[src/rtl/fetch_redirect_if.sv]
// Instruction-memory fetch bus used by fetch_redirect.
//   rd    : fetch request, held with addr stable until done
//   addr  : word fetch address
//   rdata : returned instruction, valid when done=1
//   done  : request complete (may coincide with the first cycle of rd)
// Handshake: a request starts in any cycle with rd=1 and no request pending;
// it completes in the first cycle with rd=1 and done=1 (possibly the same
// cycle). Between start and completion rd stays high and addr does not move.
// Modports: master = fetch unit, slave = instruction memory.
interface fetch_redirect_if;
  logic        rd;
  logic [15:0] addr;
  logic [15:0] rdata;
  logic        done;

  modport master (output rd, output addr, input rdata, input done);
  modport slave  (input rd, input addr, output rdata, output done);
endinterface

[src/rtl/fetch_redirect.sv]
// Instruction-fetch front end: owns the PC, issues word fetches over the
// imem bus, parks one returned instruction while decode is stalled, squashes
// wrong-path work on a taken branch/jump, and freezes after delivering HALT.
// Optional macro FETCH_PERF_EN adds saturating perf counters.
// Ports:
//   clk, rst        : clock, synchronous active-high reset
//   redirect_valid  : execute resolved a taken branch/jump this cycle
//   redirect_pc     : target PC (used unmodified)
//   stall           : hazard unit holds IF/ID
//   imem            : fetch bus (master side)
//   if_instr        : IF/ID instruction (NOP_INSTR when if_valid=0)
//   if_pc_plus2     : IF/ID PC+2 of the held instruction
//   if_valid        : IF/ID holds a real instruction
//   flush_id        : kill the instruction in decode (combinational)
//   halted          : fetch frozen by HALT
//   perf_fetched    : delivered-instruction count (0 without FETCH_PERF_EN)
//   perf_squashed   : squash-cycle count (0 without FETCH_PERF_EN)
module fetch_redirect #(
  parameter logic [15:0] RESET_PC  = 16'h0000,
  parameter logic [15:0] NOP_INSTR = 16'h0800
) (
  input  logic                    clk,
  input  logic                    rst,
  input  logic                    redirect_valid,
  input  logic [15:0]             redirect_pc,
  input  logic                    stall,
  fetch_redirect_if.master        imem,
  output logic [15:0]             if_instr,
  output logic [15:0]             if_pc_plus2,
  output logic                    if_valid,
  output logic                    flush_id,
  output logic                    halted,
  output logic [15:0]             perf_fetched,
  output logic [15:0]             perf_squashed
);

  typedef enum logic [1:0] {
    S_FETCH  = 2'd0,
    S_WAIT   = 2'd1,
    S_DROP   = 2'd2,
    S_HALTED = 2'd3
  } state_t;

  state_t      state, state_n;
  logic [15:0] pc, req_addr, pc_plus2;
  logic        skid_valid;
  logic [15:0] skid_instr, skid_pc2;

  logic redirect, resp, deliver_skid, deliver_resp, to_skid, halt_deliver;
  logic skid_is_halt, rdata_is_halt;

  assign redirect      = redirect_valid & ~rst;
  assign flush_id      = redirect;
  assign halted        = (state == S_HALTED);
  assign pc_plus2      = pc + 16'd2;
  assign skid_is_halt  = (skid_instr[15:11] == 5'b00000);
  assign rdata_is_halt = (imem.rdata[15:11] == 5'b00000);

  // In DROP the bus must keep presenting the abandoned address while pc
  // already points at the redirect target, so the issued address is latched.
  assign imem.addr = (state == S_FETCH) ? pc : req_addr;

  always_comb begin
    imem.rd = 1'b0;
    case (state)
      // A full skid blocks new requests unless it drains this cycle; a
      // parked HALT never lets the next request out.
      S_FETCH:  imem.rd = skid_valid ? (~stall & ~skid_is_halt) : 1'b1;
      S_WAIT:   imem.rd = 1'b1;
      S_DROP:   imem.rd = 1'b1;
      S_HALTED: imem.rd = 1'b0;
      default:  imem.rd = 1'b0;
    endcase
    if (rst) imem.rd = 1'b0;
  end

  // A completed request is right-path only outside DROP.
  assign resp         = imem.done & imem.rd & (state != S_DROP);
  assign deliver_skid = ~redirect & ~stall & skid_valid;
  assign deliver_resp = ~redirect & ~stall & ~skid_valid & resp;
  // Parks on stall, or when the skid is draining into IF/ID this cycle.
  assign to_skid      = ~redirect & resp & ~deliver_resp;
  assign halt_deliver = deliver_skid ? skid_is_halt : (deliver_resp & rdata_is_halt);

  always_comb begin
    state_n = state;
    if (redirect) begin
      state_n = (imem.rd & ~imem.done) ? S_DROP : S_FETCH;
    end else begin
      case (state)
        S_FETCH: begin
          if (halt_deliver)                state_n = S_HALTED;
          else if (imem.rd & ~imem.done)   state_n = S_WAIT;
        end
        S_WAIT: begin
          if (halt_deliver)                state_n = S_HALTED;
          else if (imem.done)              state_n = S_FETCH;
        end
        S_DROP: begin
          if (imem.done)                   state_n = S_FETCH;
        end
        S_HALTED:                          state_n = S_HALTED;
        default:                           state_n = S_FETCH;
      endcase
    end
  end

  always_ff @(posedge clk) begin
    if (rst) begin
      state       <= S_FETCH;
      pc          <= RESET_PC;
      req_addr    <= RESET_PC;
      skid_valid  <= 1'b0;
      skid_instr  <= NOP_INSTR;
      skid_pc2    <= 16'h0000;
      if_valid    <= 1'b0;
      if_instr    <= NOP_INSTR;
      if_pc_plus2 <= 16'h0000;
    end else begin
      state <= state_n;
      if (state == S_FETCH) req_addr <= pc;

      if (redirect)  pc <= redirect_pc;
      else if (resp) pc <= pc_plus2;

      if (redirect) begin
        skid_valid <= 1'b0;
      end else if (to_skid) begin
        skid_valid <= 1'b1;
        skid_instr <= imem.rdata;
        skid_pc2   <= pc_plus2;
      end else if (deliver_skid) begin
        skid_valid <= 1'b0;
      end

      if (redirect) begin
        if_valid <= 1'b0;
        if_instr <= NOP_INSTR;
      end else if (!stall) begin
        if (deliver_skid) begin
          if_valid    <= 1'b1;
          if_instr    <= skid_instr;
          if_pc_plus2 <= skid_pc2;
        end else if (deliver_resp) begin
          if_valid    <= 1'b1;
          if_instr    <= imem.rdata;
          if_pc_plus2 <= pc_plus2;
        end else begin
          if_valid <= 1'b0;
          if_instr <= NOP_INSTR;
        end
      end
    end
  end

`ifdef FETCH_PERF_EN
  logic [15:0] fetched_cnt, squashed_cnt;

  always_ff @(posedge clk) begin
    if (rst) begin
      fetched_cnt  <= 16'h0000;
      squashed_cnt <= 16'h0000;
    end else begin
      if ((deliver_skid | deliver_resp) && fetched_cnt != 16'hFFFF)
        fetched_cnt <= fetched_cnt + 16'd1;
      if (flush_id && squashed_cnt != 16'hFFFF)
        squashed_cnt <= squashed_cnt + 16'd1;
    end
  end

  assign perf_fetched  = fetched_cnt;
  assign perf_squashed = squashed_cnt;
`else
  assign perf_fetched  = 16'h0000;
  assign perf_squashed = 16'h0000;
`endif

endmodule

[src/flat_wrapper.sv]
// flat-port wrapper written by rule: the top's interface ports become plain ports
module fetch_redirect_flat 
#(
  parameter logic [15:0] RESET_PC  = 16'h0000,
  parameter logic [15:0] NOP_INSTR = 16'h0800
)
  (clk, rst, redirect_valid, redirect_pc, stall, if_instr, if_pc_plus2, if_valid, flush_id, halted, perf_fetched, perf_squashed, imem_rd, imem_addr, imem_rdata, imem_done);
  fetch_redirect_if imem_i ();
  input  logic clk;
  input  logic rst;
  input  logic redirect_valid;
  input  logic [15:0] redirect_pc;
  input  logic stall;
  output logic [15:0] if_instr;
  output logic [15:0] if_pc_plus2;
  output logic if_valid;
  output logic flush_id;
  output logic halted;
  output logic [15:0] perf_fetched;
  output logic [15:0] perf_squashed;
  output wire logic [$bits(imem_i.rd)-1:0] imem_rd;
  output wire logic [$bits(imem_i.addr)-1:0] imem_addr;
  input wire logic [$bits(imem_i.rdata)-1:0] imem_rdata;
  input wire logic [$bits(imem_i.done)-1:0] imem_done;
  assign imem_rd = imem_i.rd;
  assign imem_addr = imem_i.addr;
  assign imem_i.rdata = imem_rdata;
  assign imem_i.done = imem_done;
  fetch_redirect #(.RESET_PC(RESET_PC), .NOP_INSTR(NOP_INSTR)) u_core (.clk(clk), .rst(rst), .redirect_valid(redirect_valid), .redirect_pc(redirect_pc), .stall(stall), .imem(imem_i), .if_instr(if_instr), .if_pc_plus2(if_pc_plus2), .if_valid(if_valid), .flush_id(flush_id), .halted(halted), .perf_fetched(perf_fetched), .perf_squashed(perf_squashed));
endmodule
[config.mk]
export PLATFORM = sky130hd
export DESIGN_NAME = fetch_redirect_flat
export DESIGN_NICKNAME = d
export VERILOG_FILES = /design/src/rtl/fetch_redirect_if.sv /design/src/rtl/fetch_redirect.sv /design/src/flat_wrapper.sv
export SDC_FILE = /design/constraint.sdc
export NUM_CORES = 1
export LEC_CHECK = 0
export BUFFER_PORTS_ARGS = -buffer_cell sky130_fd_sc_hd__buf_2
export CELL_PAD_IN_SITES_DETAIL_PLACEMENT = 1
export CELL_PAD_IN_SITES_GLOBAL_PLACEMENT = 2
export CORE_UTILIZATION = 31
export DETAILED_ROUTE_END_ITERATION = 10
export PLACE_DENSITY_LB_ADDON = 0.1
export SLEW_MARGIN = 20
export SYNTH_ARGS = -nofsm -noshare
export SYNTH_HDL_FRONTEND = slang
export SYNTH_SLANG_ARGS = --single-unit
[constraint.sdc]
create_clock -name clk -period 2.9 [get_ports clk]
set_clock_uncertainty 0.2 [all_clocks]
set_input_delay 0.58 -clock clk [delete_from_list [all_inputs] [get_ports clk]]
set_output_delay 0.58 -clock clk [all_outputs]
set_load 0.1 [all_outputs]
After elaboration in Yosys (flattened, before gate mapping) --
Index checks and enable logic that the tools add are counted.
Word-level totals: register bits 100, output and inout port bits 84, logic and storage cells 66, bits of input ports 37
Operators by class: bitwise operators 19, mux-type cells 22, add/subtract/negate cells 1, reductions and logical operators 10, eq/ne operators 5
Operator list (number):
- two-way mux 16 bit | 7
- adder 16 x 2 -> 16 bit (second input constant) | 1
- AND 1 bit | 12
- two-way mux 2 bit | 6
- logical NOT 5 bit | 2
- one-hot mux 2 bit (4 select lines) | 1
- two-way mux 1 bit | 7
- NOT 1 bit | 7
- nonzero test 2 bit | 3
- == test 2 bit (second input constant) | 2
- != test 4 x 1 -> 1 bit (second input constant) | 1
- OR reduction 2 bit | 2
- one-hot mux 1 bit (3 select lines) | 1
- AND reduction 3 bit | 1
- == test 2 x 1 -> 1 bit (second input constant) | 1
- logical NOT 2 bit | 1
- != test 2 bit (second input constant) | 1
- AND reduction 2 bit | 1

Longest topological paths before layout --
Gate-level depths: netlist of run 1.
word-level depth 14, gate-level depth with buffers 10, mapped depth without buffers 7

Worst setup path before layout of run 1 --
No wires, ideal clock.
kind register -> output, start point register u_core.state[0], end point output port imem_rd, stages on the path, launching flop included 8, data arrival time 2.591 ns, required time 2.120 ns, buffers on the path 2, slack -0.471 ns, cells stage by stage dfxtp_1 -> inv_1 -> ha_1 -> buf_6 -> and3_4 -> or2_4 -> buf_6 -> nor2_1
Between the ends: word-level cells in the longest chain between the ends 4, elaborated cells between the ends (all ways) 7, classes of those cells eq/ne: 3; mux: 2; reduce/logical: 2
Ends and longest elaborated chain:
- start, declared | RTL line fetch_redirect.sv:44 | state_t state, state_n;
- start signal, assigned | RTL line fetch_redirect.sv:120 | state <= state_n;
- == test 2 x 1 -> 1 bit / == test 2 bit (equally long branches) | RTL line fetch_redirect.sv:65 | case (state)
- OR reduction 2 bit (no source line)
- one-hot mux 1 bit (3 select lines) * | RTL line fetch_redirect.sv:65
- two-way mux 1 bit * | RTL line fetch_redirect.sv:74 | if (rst) imem.rd = 1'b0;
- end, declared | RTL line flat_wrapper.sv:21 | output wire logic [$bits(imem_i.rd)-1:0] imem_rd;
Every way passes the cells marked *; elsewhere a longest branch is shown, timed or not.

Worst setup path after layout of run 1 --
Ends and elaborated chain as after synthesis.

==> reports/qor.csv, run 1 <==
stage,metric,value,unit
outcome,status,"complete, but fails checks",
outcome,violations,design-rule violations,
worst_setup_path,cp_top_family,simple AND/OR/NAND/NOR gates,
clock_tree,clockBufferDepth,2,
floorplan,start_util,0.322,
cells_and_area,nNetsFinal,652,
floorplan,io_pins,121,
cells_and_area,final_area,0.00582,mm²
clock_tree,root_buffer,clkbuf_16,
clock_tree,post_cts_buffers,0,
grt,overflow,0,
worst_setup_path,worstRegToRegCells,9,
sta,finalHoldViolations,0,
placed_design,place_hpwl,9420,µm
worst_setup_path,required,2120,ps
sta,setup_viol,0,
clock_tree,insertion_delay,350,ps
floorplan,die_x,126,µm
power,pwr_density_cell,617,mW/mm²
worst_setup_path,arrival,2020,ps
cells_and_area,drive_gt1_frac,0.252,
route,vias,4002,
clock_tree,htreeDepth,3,
sta,max_freq,0.358,GHz
cells_and_area,area_delta_synth_final,22.9,%
clock_tree,cts_buffers,9,
clock_tree,tritoncts,yes,
grt,track_usage,0.174,
worst_setup_path,crit_chain,inv_1 -> ha_1 -> and3_4 -> or2_4 -> nor2_4 -> buf_6,
route,ant_nets,0,
cells_and_area,num_antenna_cells,0,
worst_setup_path,cp_num_cells,6,
grt,grt_use_met2,0.301,
grt,use_met3,0.0289,
grt,grt_max_degree,65,
clock_tree,postCtsHoldBufs,0,
synthesis,synth-seq-cells,100,
grt,busiest_layer,met2,
placed_design,post_dp_cell_area,0.00551,mm²
power,irDropWorstVdd,254,µV
grt,grt_pass1_vias,4071,
synthesis,synth_area_leaders,"dfxtp_1 42%, nand2_1 5.5%, buf_4 5.1%, nor2_1 4.8%, mux2_2 3.8%",
synthesis,synth_area_leader_cell,dfxtp_1,
sta,drv_slew,0,
worst_setup_path,critPathBufInv,2,
hold_path,hp-class,in2reg,
floorplan,dieArea,0.0158,mm²
synthesis,synth.most_common_cell,dfxtp_1,
clock_tree,clkTransAtPathRegs,70,ps
synthesis,seq_area_frac_synth,0.423,
route,drt-wirelength-per-cell,16.7,µm
clock_tree,cts.sinks,100,
worst_setup_path,endpoint,imem_rd,
power,leakage,2.28,nW
placed_design,dp.cells,783,
synthesis,netlist_instances,539,
placed_design,routabilityCongestion,0.764,
cells_and_area,final_cells,799,
sta,worstMarginPinSlew,733,ps
worst_setup_path,path_class,reg2out,
flow_run,max_cap_viol_count,0,
floorplan,die_h,126,µm
placed_design,port_buffers,88,
synthesis,synth_cell_types,53,
sta,rsz0062_at_grt,false,
synthesis,synth_warnings,0,
sta,period_share,0.965,
synthesis,synthTopCellsByCount,"100 x dfxtp_1, 69 x nand2_1, 60 x nor2_1",
worst_setup_path,max_stage_delay,400,ps
route,viasPerCell,5.01,
synthesis,synth_top_area_frac,0.423,
sta,tns,0,ps
synthesis,avgSynthCellArea,8.79,µm²
route,routed_wl,13400,µm
worst_setup_path,critPathLaunchType,flop,
floorplan,rows,44,
cells_and_area,final_core_util,0.396,
synthesis,synth_edf_count,0,
worst_setup_path,rrSetupSlack,320,ps
floorplan,coreArea,0.0147,mm²
sta,relSlewSlack,0.511,
worst_setup_path,crit_slowest_cell,dfxtp_1,
route,dr.pass1.iters,8,
worst_setup_path,reg2reg_from,u_core.state[0],
synthesis,synth_area,0.00474,mm²
grt,grt_pass1_wl,21600,µm
grt,use_met1,0.222,
cells_and_area,fill_cells,1710,
worst_setup_path,end_kind,output pin,
route,drt_iter0_drc,218,
route,drc_errors,11,
worst_setup_path,worstSetupStartpoint,u_core.state[0],
worst_setup_path,r2r_end,u_core.pc[14],
worst_setup_path,crit_fanout,5,
synthesis,synthArstFlopShare,0,
synthesis,synth-main-ff-cell,dfxtp_1,
grt,antenna_found_initial,0,
sta,timing.final.crit_period,2800,ps
[routing by layer]
metal,vias to the layer above,part of all wire
met4,0,0.011
met1,1966,0.47
li1,1952,-
met5,-,0
met3,11,0.031
met2,73,0.49
[what timing repair did]
action	in CTS	in global routing
gates resized for setup	1	2
endpoints found under the setup margin	1	17
pin swaps	0	0
[state kept, by name (all words and copies together), names as in the netlist]
register	cells
u_core.if_instr	16
u_core.if_pc_plus2	16
u_core.if_valid	1
u_core.pc	16
u_core.req_addr	16
u_core.skid_instr	16
u_core.skid_pc2	16
u_core.skid_valid	1
u_core.state	2
[cells in the final DEF (no fill, tap or decap), types with 5 or more instances in the layout]
cell type,n
mux2_2,16
inv_1,5
dfxtp_1,100
nor3_1,8
and4_1,5
nand3_1,5
o21ai_0,12
buf_2,71
a21oi_1,35
xnor2_1,15
clkbuf_16,9
a222oi_1,15
nand2_1,69
a211oi_1,18
xor2_1,7
a211o_1,5
ha_1,5
o21a_1,5
nor4_2,7
conb_1,32
mux2i_1,6
nor2b_1,18
buf_4,13
nor2_1,59
buf_12,19
nand4_1,7
[report_power, final]
group	internal [mW]	switching (mW)
registers	1.43	0.0461
clock network	0.695	0.544
logic	0.227	0.645
[worst min-delay path, stage by stage]
cell and delay (ps):
buf_2 70, nand2_1 30, o21ai_0 50
[how the worst min path moves through the flow]
stage / startpoint / to / slack [ps] / cells past startpoint
global route: redirect_pc[14] / u_core.pc[14] / 240 / 3
detailed placement: u_core.skid_pc2[7] / u_core.if_pc_plus2[7] / 250 / 2
global placement: u_core.skid_pc2[15] / u_core.if_pc_plus2[15] / 240 / 2
floorplan: u_core.skid_pc2[6] / u_core.if_pc_plus2[6] / 230 / 2
CTS: redirect_pc[15] / u_core.pc[15] / 230 / 3
finish: redirect_pc[15] / u_core.pc[15] / 240 / 3
[cell type report]
class,instances,area (µm²),share of cell area
Timing Repair Buffer,105,856,0.147
Inverter,6,22.5,0.00387
Tap cell,184,230,0.0396
Sequential cell,100,2000,0.344
Clock buffer,11,243,0.0417
Clock inverter,5,58.8,0.0101
Multi-Input combinational cell,388,2410,0.414
[cells by family after synthesis]
family,synth area share
AND/OR/NAND/NOR,0.215
AO/OA/AOI/OAI,0.160
flip-flops,0.423
buffers and inverters,0.0969
XOR/XNOR,0.0407
multiplexers,0.0507
adder cells (fa/ha/maj),0.0132
other,0.000792
[metrics by stage]
stage	total power, mW	worst slack, ps	hold slack, ps
CTS	3.64	32.2	227
finish	3.59	103	236
global placement	2.38	371	243
detailed placement	2.39	313	248
global route	3.74	21.3	240
floorplan	2.19	302	232
No activity file was read; power rests on OpenSTA's default activity.
==> inputs of run 2 (changes only) <==
CORE_UTILIZATION = 30   (was 31)
==> reports/qor.csv, run 2 (same netlist as run 1, synthesis figures left out) <==
stage,metric,value,unit,change
sta,max_freq,0.358,GHz,+0.25%
placed_design,place_hpwl,9170,µm,-2.6%
clock_tree,post_cts_buffers,0,,unchanged
placed_design,routabilityCongestion,0.739,,-3.2%
worst_setup_path,critPathLaunchType,flop,,
grt,antenna_found_initial,0,,unchanged
placed_design,post-place-ws,256,ps,-57.2 ps
grt,grt_pass1_wl,21700,µm,+0.55%
flow_run,max_cap_viol_count,0,,unchanged
cells_and_area,layout_common_cells,"100 x dfxtp_1, 71 x buf_2, 69 x nand2_1",,
grt,grt_pass1_vias,4121,,+1.2%
clock_tree,cts_buffers,9,,unchanged
clock_tree,postCtsHoldBufs,0,,unchanged
worst_setup_path,crit_fanout,22,,+17
grt,track_usage,0.173,,-0.000995
grt,overflow,0,,unchanged
clock_tree,insertion_delay,350,ps,about the same
sta,worstMarginPinSlew,894,ps,+160 ps
route,vias,4044,,+1.0%
worst_setup_path,path_class,reg2out,,
floorplan,die_h,128,µm,+1.6%
cells_and_area,drive_gt1_frac,0.249,,-0.00285
power,power_switching,1.23,mW,-0.40%
clock_tree,tritoncts,yes,,
worst_setup_path,arrival,2010,ps,about the same
sta,timing.final.crit_period,2790,ps,-7.03 ps
worst_setup_path,critPathBufInv,3,,+1
route,drc_errors,0,,-11
worst_setup_path,rrSetupSlack,420,ps,+100 ps
worst_setup_path,cp_top_family,buffers and inverters,,
hold_path,hp-class,in2reg,,
cells_and_area,area_delta_synth_final,23.5,%,
route,viasPerCell,4.93,,-1.7%
clock_tree,clockBufferDepth,2,,unchanged
power,pwr_density_cell,636,mW/mm²,+3.1%
clock_tree,root_buffer,clkbuf_16,,
floorplan,coreArea,0.0153,mm²,+4.2%
cells_and_area,fill_cells,1809,,+5.8%
outcome,status,completed,,
cells_and_area,final_common_cell,dfxtp_1,,
floorplan,dieArea,0.0163,mm²,+3.3%
power,clkPwrFrac,0.369,,+0.024
power,power_frac_comb,0.233,,-0.010
sta,period_share,0.962,,-0.00243
cells_and_area,num_antenna_cells,0,,unchanged
sta,finalHoldViolations,0,,unchanged
clock_tree,clkTransAtPathRegs,70,ps,about the same
clock_tree,htreeDepth,3,,unchanged
power,irDropWorstVdd,336,µV,+32%
placed_design,dp.cells,807,,+3.1%
worst_setup_path,crit_chain,inv_1 -> ha_2 -> buf_4 -> mux2_2 -> buf_12,,
power,p_int,2.49,mW,+5.7%
route,dr.pass1.iters,6,,-2
worst_setup_path,end_kind,output pin,,
placed_design,port_buffers,88,,unchanged
sta,drv_slew,0,,unchanged
cells_and_area,final_cells,821,,+2.8%
route,routed_wl,13700,µm,+2.3%
power,seq_power_share,0.398,,-0.014
sta,setup_viol,0,,unchanged
route,drt_iter0_drc,140,,-36%
floorplan,io_pins,121,,unchanged
floorplan,die_x,128,µm,+1.6%
worst_setup_path,crit_slowest_cell,mux2_2,,
floorplan,start_util,0.309,,-0.0130
sta,relSlewSlack,0.404,,-0.107
worst_setup_path,max_stage_delay,420,ps,+20 ps
cells_and_area,final_area,0.00585,mm²,+0.47%
power,switching_share,0.331,,-0.0134
route,drt-wirelength-per-cell,16.6,µm,-0.47%
cells_and_area,nNetsFinal,649,,-0.46%
sta,rsz0062_at_grt,false,,
clock_tree,cts.sinks,100,,unchanged
grt,grt_max_degree,78,,+20%
placed_design,post_dp_cell_area,0.00551,mm²,about the same
route,ant_nets,0,,unchanged
sta,tns,0,ps,unchanged
worst_setup_path,required,2120,ps,about the same
power,leakage,2.28,nW,-0.19%
floorplan,rows,45,,+2.3%
sta,final.setup.worst_slack,110,ps,+7.03 ps
## run 2: power by group through the flow
| stage | registers (mW) | logic [mW] | clock network, mW |
|---|---|---|---|
| finish | 1.48 | 0.865 | 1.37 |
| global route | 1.49 | 0.910 | 1.47 |
| CTS | 1.48 | 0.872 | 1.42 |
| detailed placement | 1.51 | 0.867 | 0 |
| global placement | 1.51 | 0.859 | 0 |
| floorplan | 1.59 | 0.607 | 0 |
## run 2: timing repair
| item | 4_1_cts | 5_1_grt |
|---|---|---|
| endpoints found under the hold margin | 0 | 0 |
| endpoints found under the setup margin | 1 | 17 |
| resized for setup | 2 | 2 |
## run 2: metrics by stage
stage           util  total power [mW]  hold WS [ps]
2_1_floorplan      -              2.19           232
3_3_place_gp   0.360              2.37           241
3_5_place_dp   0.360              2.38           249
4_1_cts        0.381              3.77           235
5_1_grt        0.382              3.87           242
6_report       0.382              3.72           252
## run 2: area by class of cell
class                           count  area (µm²)  area share
Multi-Input combinational cell    388        2410       0.412
Sequential cell                   100        2000       0.342
Timing Repair Buffer              102         821       0.140
Tap cell                          211         264      0.0451
Clock buffer                        9         225      0.0385
Clock inverter                      5         103      0.0175
Inverter                            6        22.5     0.00385
## run 2: worst min-delay path, cell delays in order
cell and delay, ps:
buf_2 80, nand2_1 40, o21ai_0 60
## run 2: worst paths after layout
check | start | endpoint | depth (start not counted)
worst max register to register | u_core.state[1] | u_core.pc[14] | 8
worst min register to register | u_core.skid_instr[10] | u_core.skid_instr[10] | 2
worst max-delay path | u_core.state[1] | imem_addr[1] | 5
worst min-delay path | redirect_pc[13] | u_core.pc[13] | 3
## run 2: routing by layer
layer  GRT usage  routed length (µm)
met5           0                   0
met4      0.0415                 129
met3      0.0392                 560
met2       0.314                7010
met1       0.207                5960
